**src/rtl/uart_rx_cfg.sv**
```systemverilog
// uart_rx_cfg: UART receiver with a configurable frame format.
// The frame format is 5..9 data bits, none/odd/even parity, and 1 or 2 stop bits.
// Reports parity error, framing error and BREAK alongside each received word.
// Optional feature macro UART_RX_MAJORITY_EN: each bit is the 2-of-3 majority
// of the samples at centre-1, centre and centre+1, decided at centre+1.
// When the macro is undefined, each bit is a single sample taken at its centre.
module uart_rx_cfg #(
    parameter int BIT_RATE     = 9600,
    parameter int CLK_HZ       = 50000000,
    parameter int PAYLOAD_BITS = 8,
    parameter int PARITY       = 0,
    parameter int STOP_BITS    = 1
) (
    input  logic                    clk,
    input  logic                    reset,
    input  logic                    uart_rxd,
    input  logic                    uart_rx_en,
    output logic                    uart_rx_valid,
    output logic [PAYLOAD_BITS-1:0] uart_rx_data,
    output logic                    uart_rx_perr,
    output logic                    uart_rx_ferr,
    output logic                    uart_rx_break
);

    localparam int CPB   = CLK_HZ / BIT_RATE;
    localparam int HALF  = CPB / 2;
    localparam int CNT_W = (CPB > 1) ? $clog2(CPB) : 1;

`ifdef UART_RX_MAJORITY_EN
    // Decisions move one cycle later so the sample after the centre is available.
    localparam int SMP_OFS = 1;
`else
    localparam int SMP_OFS = 0;
`endif

    localparam logic [CNT_W-1:0] CNT_START = CNT_W'(HALF - 1 + SMP_OFS);
    localparam logic [CNT_W-1:0] CNT_BIT   = CNT_W'(CPB - 1);
    localparam logic [3:0]       LAST_DATA = 4'(PAYLOAD_BITS - 1);
    localparam logic [3:0]       LAST_STOP = 4'(STOP_BITS - 1);

    typedef enum logic [2:0] {
        S_IDLE,
        S_START,
        S_DATA,
        S_PARITY,
        S_STOP
    } state_t;

    // Synchroniser
    logic rxd_meta_q, rxd_meta_d;
    logic rxd_s_q, rxd_s_d;

    // FSM and bit timing
    state_t           state_q, state_d;
    logic [CNT_W-1:0] cnt_q, cnt_d;
    logic [3:0]       bit_q, bit_d;

    // Frame accumulation
    logic [PAYLOAD_BITS-1:0] sh_q, sh_d;
    logic                    zero_q, zero_d;
    logic                    perr_acc_q, perr_acc_d;
    logic                    ferr_acc_q, ferr_acc_d;
    logic                    brk_wait_q, brk_wait_d;

    // Registered outputs
    logic                    valid_q, valid_d;
    logic [PAYLOAD_BITS-1:0] data_q, data_d;
    logic                    perr_q, perr_d;
    logic                    ferr_q, ferr_d;
    logic                    break_q, break_d;

    // Value of the current bit as decided at its sampling point
    logic bit_val;

`ifdef UART_RX_MAJORITY_EN
    // hist_q[0] is rxd_s one cycle ago (centre), hist_q[1] two cycles ago (centre-1)
    logic [1:0] hist_q, hist_d;

    function automatic logic maj3(input logic a, input logic b, input logic c);
        return (a & b) | (a & c) | (b & c);
    endfunction

    // Sample history and majority vote
    always_comb begin
        hist_d  = {hist_q[0], rxd_s_q};
        bit_val = maj3(hist_q[1], hist_q[0], rxd_s_q);
    end

    // History shift register, pure data path
    always_ff @(posedge clk) begin
        hist_q <= hist_d;
    end
`else
    // Single sample at the bit centre
    always_comb begin
        bit_val = rxd_s_q;
    end
`endif

    // Two-flop synchroniser on the asynchronous pad input
    always_comb begin
        rxd_meta_d = uart_rxd;
        rxd_s_d    = rxd_meta_q;
    end

    // Next-state, bit timing, frame accumulation and output capture
    always_comb begin
        state_d    = state_q;
        cnt_d      = cnt_q;
        bit_d      = bit_q;
        sh_d       = sh_q;
        zero_d     = zero_q;
        perr_acc_d = perr_acc_q;
        ferr_acc_d = ferr_acc_q;
        brk_wait_d = brk_wait_q;
        valid_d    = 1'b0;
        data_d     = data_q;
        perr_d     = perr_q;
        ferr_d     = ferr_q;
        break_d    = break_q;

        // A BREAK keeps the receiver disarmed until the line returns high
        if (state_q == S_IDLE && rxd_s_q) begin
            brk_wait_d = 1'b0;
        end

        if (!uart_rx_en) begin
            // Abandon any frame in progress; outputs keep their last values
            state_d = S_IDLE;
            cnt_d   = '0;
            bit_d   = '0;
        end else begin
            case (state_q)
                S_IDLE: begin
                    cnt_d = '0;
                    bit_d = '0;
                    if (!rxd_s_q && !brk_wait_q) begin
                        state_d = S_START;
                    end
                end

                S_START: begin
                    if (cnt_q == CNT_START) begin
                        cnt_d = '0;
                        if (bit_val) begin
                            // Line went back high before mid-bit: glitch, not a start
                            state_d = S_IDLE;
                        end else begin
                            state_d    = S_DATA;
                            zero_d     = 1'b1;
                            perr_acc_d = 1'b0;
                            ferr_acc_d = 1'b0;
                        end
                    end else begin
                        cnt_d = cnt_q + CNT_W'(1);
                    end
                end

                S_DATA: begin
                    if (cnt_q == CNT_BIT) begin
                        cnt_d = '0;
                        // Shift in at the top so the first bit lands in the LSB
                        sh_d  = {bit_val, sh_q[PAYLOAD_BITS-1:1]};
                        if (bit_val) begin
                            zero_d = 1'b0;
                        end
                        if (bit_q == LAST_DATA) begin
                            bit_d   = '0;
                            state_d = (PARITY != 0) ? S_PARITY : S_STOP;
                        end else begin
                            bit_d = bit_q + 4'd1;
                        end
                    end else begin
                        cnt_d = cnt_q + CNT_W'(1);
                    end
                end

                S_PARITY: begin
                    if (cnt_q == CNT_BIT) begin
                        cnt_d = '0;
                        if (bit_val) begin
                            zero_d = 1'b0;
                        end
                        if (PARITY == 1) begin
                            perr_acc_d = (bit_val != ~^sh_q);
                        end else begin
                            perr_acc_d = (bit_val != ^sh_q);
                        end
                        state_d = S_STOP;
                    end else begin
                        cnt_d = cnt_q + CNT_W'(1);
                    end
                end

                S_STOP: begin
                    if (cnt_q == CNT_BIT) begin
                        cnt_d = '0;
                        if (!bit_val) begin
                            ferr_acc_d = 1'b1;
                        end else begin
                            zero_d = 1'b0;
                        end
                        if (bit_q == LAST_STOP) begin
                            // Last stop centre: publish the word and flags
                            bit_d      = '0;
                            state_d    = S_IDLE;
                            valid_d    = 1'b1;
                            data_d     = sh_q;
                            perr_d     = perr_acc_q;
                            ferr_d     = ferr_acc_q | ~bit_val;
                            break_d    = zero_q & ~bit_val;
                            brk_wait_d = zero_q & ~bit_val;
                        end else begin
                            bit_d = bit_q + 4'd1;
                        end
                    end else begin
                        cnt_d = cnt_q + CNT_W'(1);
                    end
                end

                default: begin
                    state_d = S_IDLE;
                    cnt_d   = '0;
                    bit_d   = '0;
                end
            endcase
        end
    end

    // Control, synchroniser and output registers with synchronous reset
    always_ff @(posedge clk) begin
        if (reset) begin
            rxd_meta_q <= 1'b1;
            rxd_s_q    <= 1'b1;
            state_q    <= S_IDLE;
            cnt_q      <= '0;
            bit_q      <= '0;
            zero_q     <= 1'b0;
            perr_acc_q <= 1'b0;
            ferr_acc_q <= 1'b0;
            brk_wait_q <= 1'b0;
            valid_q    <= 1'b0;
            data_q     <= '0;
            perr_q     <= 1'b0;
            ferr_q     <= 1'b0;
            break_q    <= 1'b0;
        end else begin
            rxd_meta_q <= rxd_meta_d;
            rxd_s_q    <= rxd_s_d;
            state_q    <= state_d;
            cnt_q      <= cnt_d;
            bit_q      <= bit_d;
            zero_q     <= zero_d;
            perr_acc_q <= perr_acc_d;
            ferr_acc_q <= ferr_acc_d;
            brk_wait_q <= brk_wait_d;
            valid_q    <= valid_d;
            data_q     <= data_d;
            perr_q     <= perr_d;
            ferr_q     <= ferr_d;
            break_q    <= break_d;
        end
    end

    // Data shift register; fully overwritten by every frame, so no reset
    always_ff @(posedge clk) begin
        sh_q <= sh_d;
    end

    assign uart_rx_valid = valid_q;
    assign uart_rx_data  = data_q;
    assign uart_rx_perr  = perr_q;
    assign uart_rx_ferr  = ferr_q;
    assign uart_rx_break = break_q;

endmodule

```
**config.mk**
```make
export PLATFORM = sky130hd
export DESIGN_NAME = uart_rx_cfg
export DESIGN_NICKNAME = d
export VERILOG_FILES = /design/src/rtl/uart_rx_cfg.sv
export SDC_FILE = /design/constraint.sdc
export NUM_CORES = 1
export LEC_CHECK = 0
export CORE_UTILIZATION = 31
export CTS_BUF_LIST = sky130_fd_sc_hd__clkbuf_4
export CTS_CLUSTER_DIAMETER = 120
export DETAILED_ROUTE_END_ITERATION = 8
export PLACE_DENSITY = 0.48
export SLEW_MARGIN = 10
export SYNTH_ARGS = -nofsm -noshare
export SYNTH_HDL_FRONTEND = slang
export SYNTH_SLANG_ARGS = --single-unit
```
**constraint.sdc**
```tcl
create_clock -name clk -period 3.7 [get_ports clk]
set_input_delay 0.74 -clock clk [delete_from_list [all_inputs] [get_ports clk]]
set_output_delay 0.74 -clock clk [all_outputs]
set_load 0.005 [all_outputs]
```
# ---- Word-level counts from Yosys, hierarchy flattened
# Cells that the tools add are included.
dict set report word_totals {
  word_cells 98
  ff_bits 46
  in_bits 4
  out_inout_bits 12
}
dict set report classes {
  addsub 2
  n_reduce_logical 21
  bitwise 7
  n_eq_ne 19
  mux 34
}
# operator n
set ops {}
lappend ops {{two-way mux 13 bit} 2}
lappend ops {{case mux 13 bit (2 select lines)} 1}
lappend ops {{two-way mux 3 bit} 7}
lappend ops {{two-way mux 4 bit} 4}
lappend ops {{!= test 2 bit, second input constant} 8}
lappend ops {{case mux 3 bit (5 select lines)} 1}
lappend ops {{two-way mux 1 bit} 14}
lappend ops {{adder 13 x 1 -> 13 bit, second input constant} 1}
lappend ops {{== test 13 x 12 -> 1 bit, second input constant} 1}
lappend ops {{== test 13 bit, second input constant} 1}
lappend ops {{case mux 4 bit (3 select lines)} 1}
lappend ops {{AND reduction 6 bit} 2}
lappend ops {{parity 8 bit} 1}
lappend ops {{AND reduction 7 bit} 1}
lappend ops {{== test 3 x 2 -> 1 bit, second input constant} 2}
lappend ops {{!= test 2 x 1 -> 1 bit, second input constant} 3}
lappend ops {{case mux 1 bit (2 select lines)} 3}
lappend ops {{AND reduction 3 bit} 2}
lappend ops {{nonzero test 2 bit} 3}
lappend ops {{inverter 1 bit} 5}
lappend ops {{AND reduction 5 bit} 1}
lappend ops {{adder 4 x 1 -> 4 bit, second input constant} 1}
lappend ops {{== test 4 x 3 -> 1 bit, second input constant} 1}
lappend ops {{zero test 4 bit} 1}
lappend ops {{other kinds (13)} 16}

# ---- Logic depth before layout (Yosys ltp)
dict set report logic_depth {
  depth_word 7
  ltp_mapped 8
  depth_no_buf 7
}

# ---- Least setup slack after synthesis
# OpenSTA, ideal clock, no wires.
dict set report synth_path {
  path_type {register to register}
  startpoint {register cnt_q[0]}
  endpoint {register sh_q[0], enable pin}
  required_ps 3305
  period_less_slack_ps 2951
  arrival_ps 2557
  stages_incl_launch_ff 6
  setup_ps 395
  path_buffers 1
  setup_slack_ps 749
  path_cell_list {dfxtp_1 ha_1 or4b_4 or3_4 buf_2 nor4_1}
}
dict set report synth_via {
  elab_chain_cells 2
}
# item line
set synth_lines {}
lappend synth_lines {{start, declared} 55} ;# logic [CNT_W-1:0] cnt_q, cnt_d;
lappend synth_lines {{start signal, assigned} 251} ;# cnt_q <= cnt_d;
lappend synth_lines {{== test 13 bit} 160} ;# if (cnt_q == CNT_BIT) begin
lappend synth_lines {{AND reduction 3 bit (no source line)} n/a}
lappend synth_lines {{end signal, assigned} 267} ;# sh_q <= sh_d;
lappend synth_lines {{end, declared} 59} ;# logic [PAYLOAD_BITS-1:0] sh_q, sh_d;
# No other way between the ends.
# A chain may end at the register's enable or synchronous reset.

# ---- Worst setup path in the final report
dict set report layout_path {
  startpoint {register cnt_q[0]}
  endpoint {register bit_q[3]}
}
dict set report layout_via {
  elab_chain_cells 3
  elab_cells_between_ends 4
  cone_classes {eq/ne (3); reduce/logical (1)}
}
# item line
set layout_lines {}
lappend layout_lines {{== test 13 bit *} {160, 196}}
lappend layout_lines {{!= test 2 bit (no source line)} n/a}
lappend layout_lines {{AND reduction 3 bit (no source line) *} n/a}
lappend layout_lines {{end signal, assigned} 252} ;# bit_q <= bit_d;
lappend layout_lines {{end, declared} 56} ;# logic [3:0] bit_q, bit_d;
# Mark *: on every way between the ends. The rest lies on a longest branch, timed or not.

==> results.md <==
* Total chip power at 0.846 mW
* Unique cell type count in the Yosys netlist at 51
* Syn_area_per_cell at 9.47 um2
* Root Buffer: clkbuf_4
* Dominant synthesized flop cell: dfxtp_1
* CP Launch Type: flop
* Status: completed
* Tightest Pin Transition at 0.526 ns
* Final net count at 252
* Post CTS Setup Buffer Count at 0
* DRT Wirelength at 4.40 mm
* Final TNS setup at 0 ns
* Async SR Flop Fraction at 0%
* Num CTS Buffers at 5
* WS Path Type: reg2reg
* Die outline width at 85.3 um
* Min-delay worst type: reg2reg
* Final setup viols at 0
* Worst Path Required at 4.01 ns
* Port bufs at 15
* Io pins at 16
* Seq pwr share at 60.5%
* WL per Instance at 13.6 um
* Die H at 85.3 um
* Net Switching at 0.186 mW
* Diode count at 0
* Clock Pin Slew Worst Setup and Hold Paths at 0.15 ns
* Slew headroom at 64.9%
* Critical path arrival at 2.99 ns
* Count of final max-slew check failures at 0
* Area Growth Syn to Fin at 15.1%
* DR DRC count at 0
* Post-Syn Instances at 227
* Seq cells post-synth at 46
* CP endpoint kind: flop
* Sw frac at 22.0%
* H-tree levels at 2
* First-pass GRT wire length at 7.78 mm
* Mapped cell area at 2150 um2
* Commonest non-fill, non-tap cells in the layout: dfxtp_1, nor2_1, clkdlybuf4s50_1
* EDFF count, synth at 8
* Initial Utilization at 32.9%
* Skew-Pair Late Insertion Delay at 0.37 ns
* Layout cells sized above 1 at 8.54%
* Die area at 7270 um2
* GRT Overall Usage at 13.4%
* Setup WS post-layout at 1.02 ns
* Resized cells post-CTS at 0
* First-pass iteration count of the detailed router at 4
* DRT iter0 DRCs at 123
* Max Freq at 373 MHz
* Initial antenna violation count at 0
* VDD IR max at 0.145 mV
* Final period util at 72.4%
* Dpl hpwl at 3.03 mm
* Hold Buf Count CTS at 0
* Worst Clk Skew at 0.0158 ns
* Clock tree sinks at 46
* Sequential area share after synthesis at 46.6%
* RSZ-0062 raised after global routing: no
* CP max FO at 12
* GR Overflow Total at 0
* Gpl congestion at 0.807
* Core Area at 6530 um2
* Commonest non-fill, non-tap cell in the layout: dfxtp_1
* Min Tclk post-route at 2.68 ns
* Pin count of the biggest net entering global routing at 19
* Clk buf depth at 2
* Syn Nets at 234
* Final Hold Fails at 0
* Num rows at 29
* YS warnings at 0
* Vias post-DR at 1659
* Max Cap Violations at 0
* Clock network power share at 37.2%
* DRT antenna net count at 0
* Pwr per Cell Area at 342 nW/um2
* Via-to-Cell Ratio at 5.14
* Number of global-route vias before repair at 1638
* CTS tree: done
* Leakage at 0.770 nW
* Internal power component at 0.660 mW
* Combinational Power Share at 2.3%
* Post-place setup slack at 1.05 ns
==> sequential cells by signal (all words and copies together) (netlist names) <==
signal         flops
uart_rx_ferr       1
bit_q              4
ferr_acc_q         1
bit_val            1
sh_q               8
uart_rx_data       8
zero_q             1
perr_acc_q         1
cnt_q             13
state_q            3
uart_rx_valid      1
brk_wait_q         1
rxd_meta_q         1
uart_rx_perr       1
uart_rx_break      1
==> final timing paths <==
kind,from,end,slack [ns],cells past startpoint
hold / removal,rxd_meta_q,bit_val,0.44,1
setup / recovery,cnt_q[0],bit_q[3],1.02,6
setup reg to reg,cnt_q[0],bit_q[3],1.02,6
hold reg to reg,rxd_meta_q,bit_val,0.44,1
==> logic make-up after synthesis <==
kind of cell               Yosys count  share of synthesized area, %
AOI/OAI and AO/OA                   38                          11.9
muxes                                9                          4.19
DFF                                 46                          46.6
adders and majority gates            3                          1.75
and+or+nand+nor                     94                          24.4
xor gates and xnor gates            19                          7.74
buffers and inverters               18                          3.43
==> cell usage after synthesis, types with 2 or more instances <==
cell type   n  area (um2)
dfxtp_1    38         761
nor2_1     29         109
a21oi_1    14        70.1
xnor2_1    13         114
nand2_1    10        37.5
inv_1       9        33.8
mux2i_1     9        90.1
nand3_1     9        45.0
edfxtp_1    8         240
nor3_1      8        40.0
clkbuf_1    6        22.5
nor3b_1     6        45.0
xor2_1      6        52.6
o21ai_0     4        20.0
ha_1        3        37.5
nand2b_1    3        18.8
nand4_1     3        18.8
o41ai_1     3        26.3
or2_2       3        18.8
or3_1       3        18.8
and3b_1     2        17.5
buf_2       2        10.0
nor2b_1     2        12.5
nor4_1      2        12.5
nor4b_1     2        17.5
o2111ai_1   2        17.5
o21a_1      2        15.0
o31ai_1     2        15.0
or3b_2      2        17.5
==> routing by layer <==
layer,wire [um],share of wire [%],global-route usage (%),vias to the layer above
li1,-,-,-,847
met1,2200,50,18.1,778
met2,2000,45,21.4,27
met3,145,3.3,2.92,7
met4,59,1.3,4.55,0
met5,0,0,0,-
==> through the flow <==
stage	utilization [%]	hold slack, ns	std cells	cell area [um2]
after global routing	37.9	0.472	323	2470
after detailed placement	36.6	0.410	315	2390
after floorplan	-	0.389	227	2150
after CTS	37.9	0.448	323	2470
final	37.9	0.441	323	2470
after global placement	36.6	0.412	315	2390
==> power by group through the flow <==
stage | clock network, mW | registers [mW] | logic (mW)
global route | 0.345 | 0.513 | 0.0216
global placement | 0 | 0.523 | 0.0195
floorplan | 0 | 0.521 | 0.0128
CTS | 0.328 | 0.512 | 0.0194
detailed placement | 0 | 0.523 | 0.0193
finish | 0.315 | 0.512 | 0.0193
==> worst max-delay path: stages (launching register included) <==
cell and delay, ns:
dfxtp_1 0.42, ha_1 0.32, or4b_4 0.51, or3_4 0.46, a21o_1 0.24, or4_1 0.52, a21oi_1 0.16
==> area by class of cell <==
class | count | area (um2)
clock inverters | 3 | 43.8
repair buffers | 20 | 188
fillers | 689 | 4060
inverters | 9 | 33.8
flip-flops and latches | 46 | 1000
multi-input cells | 163 | 1070
clock buffers | 5 | 37.5
well taps | 77 | 96.3
Power figures use the tool's default switching activity.
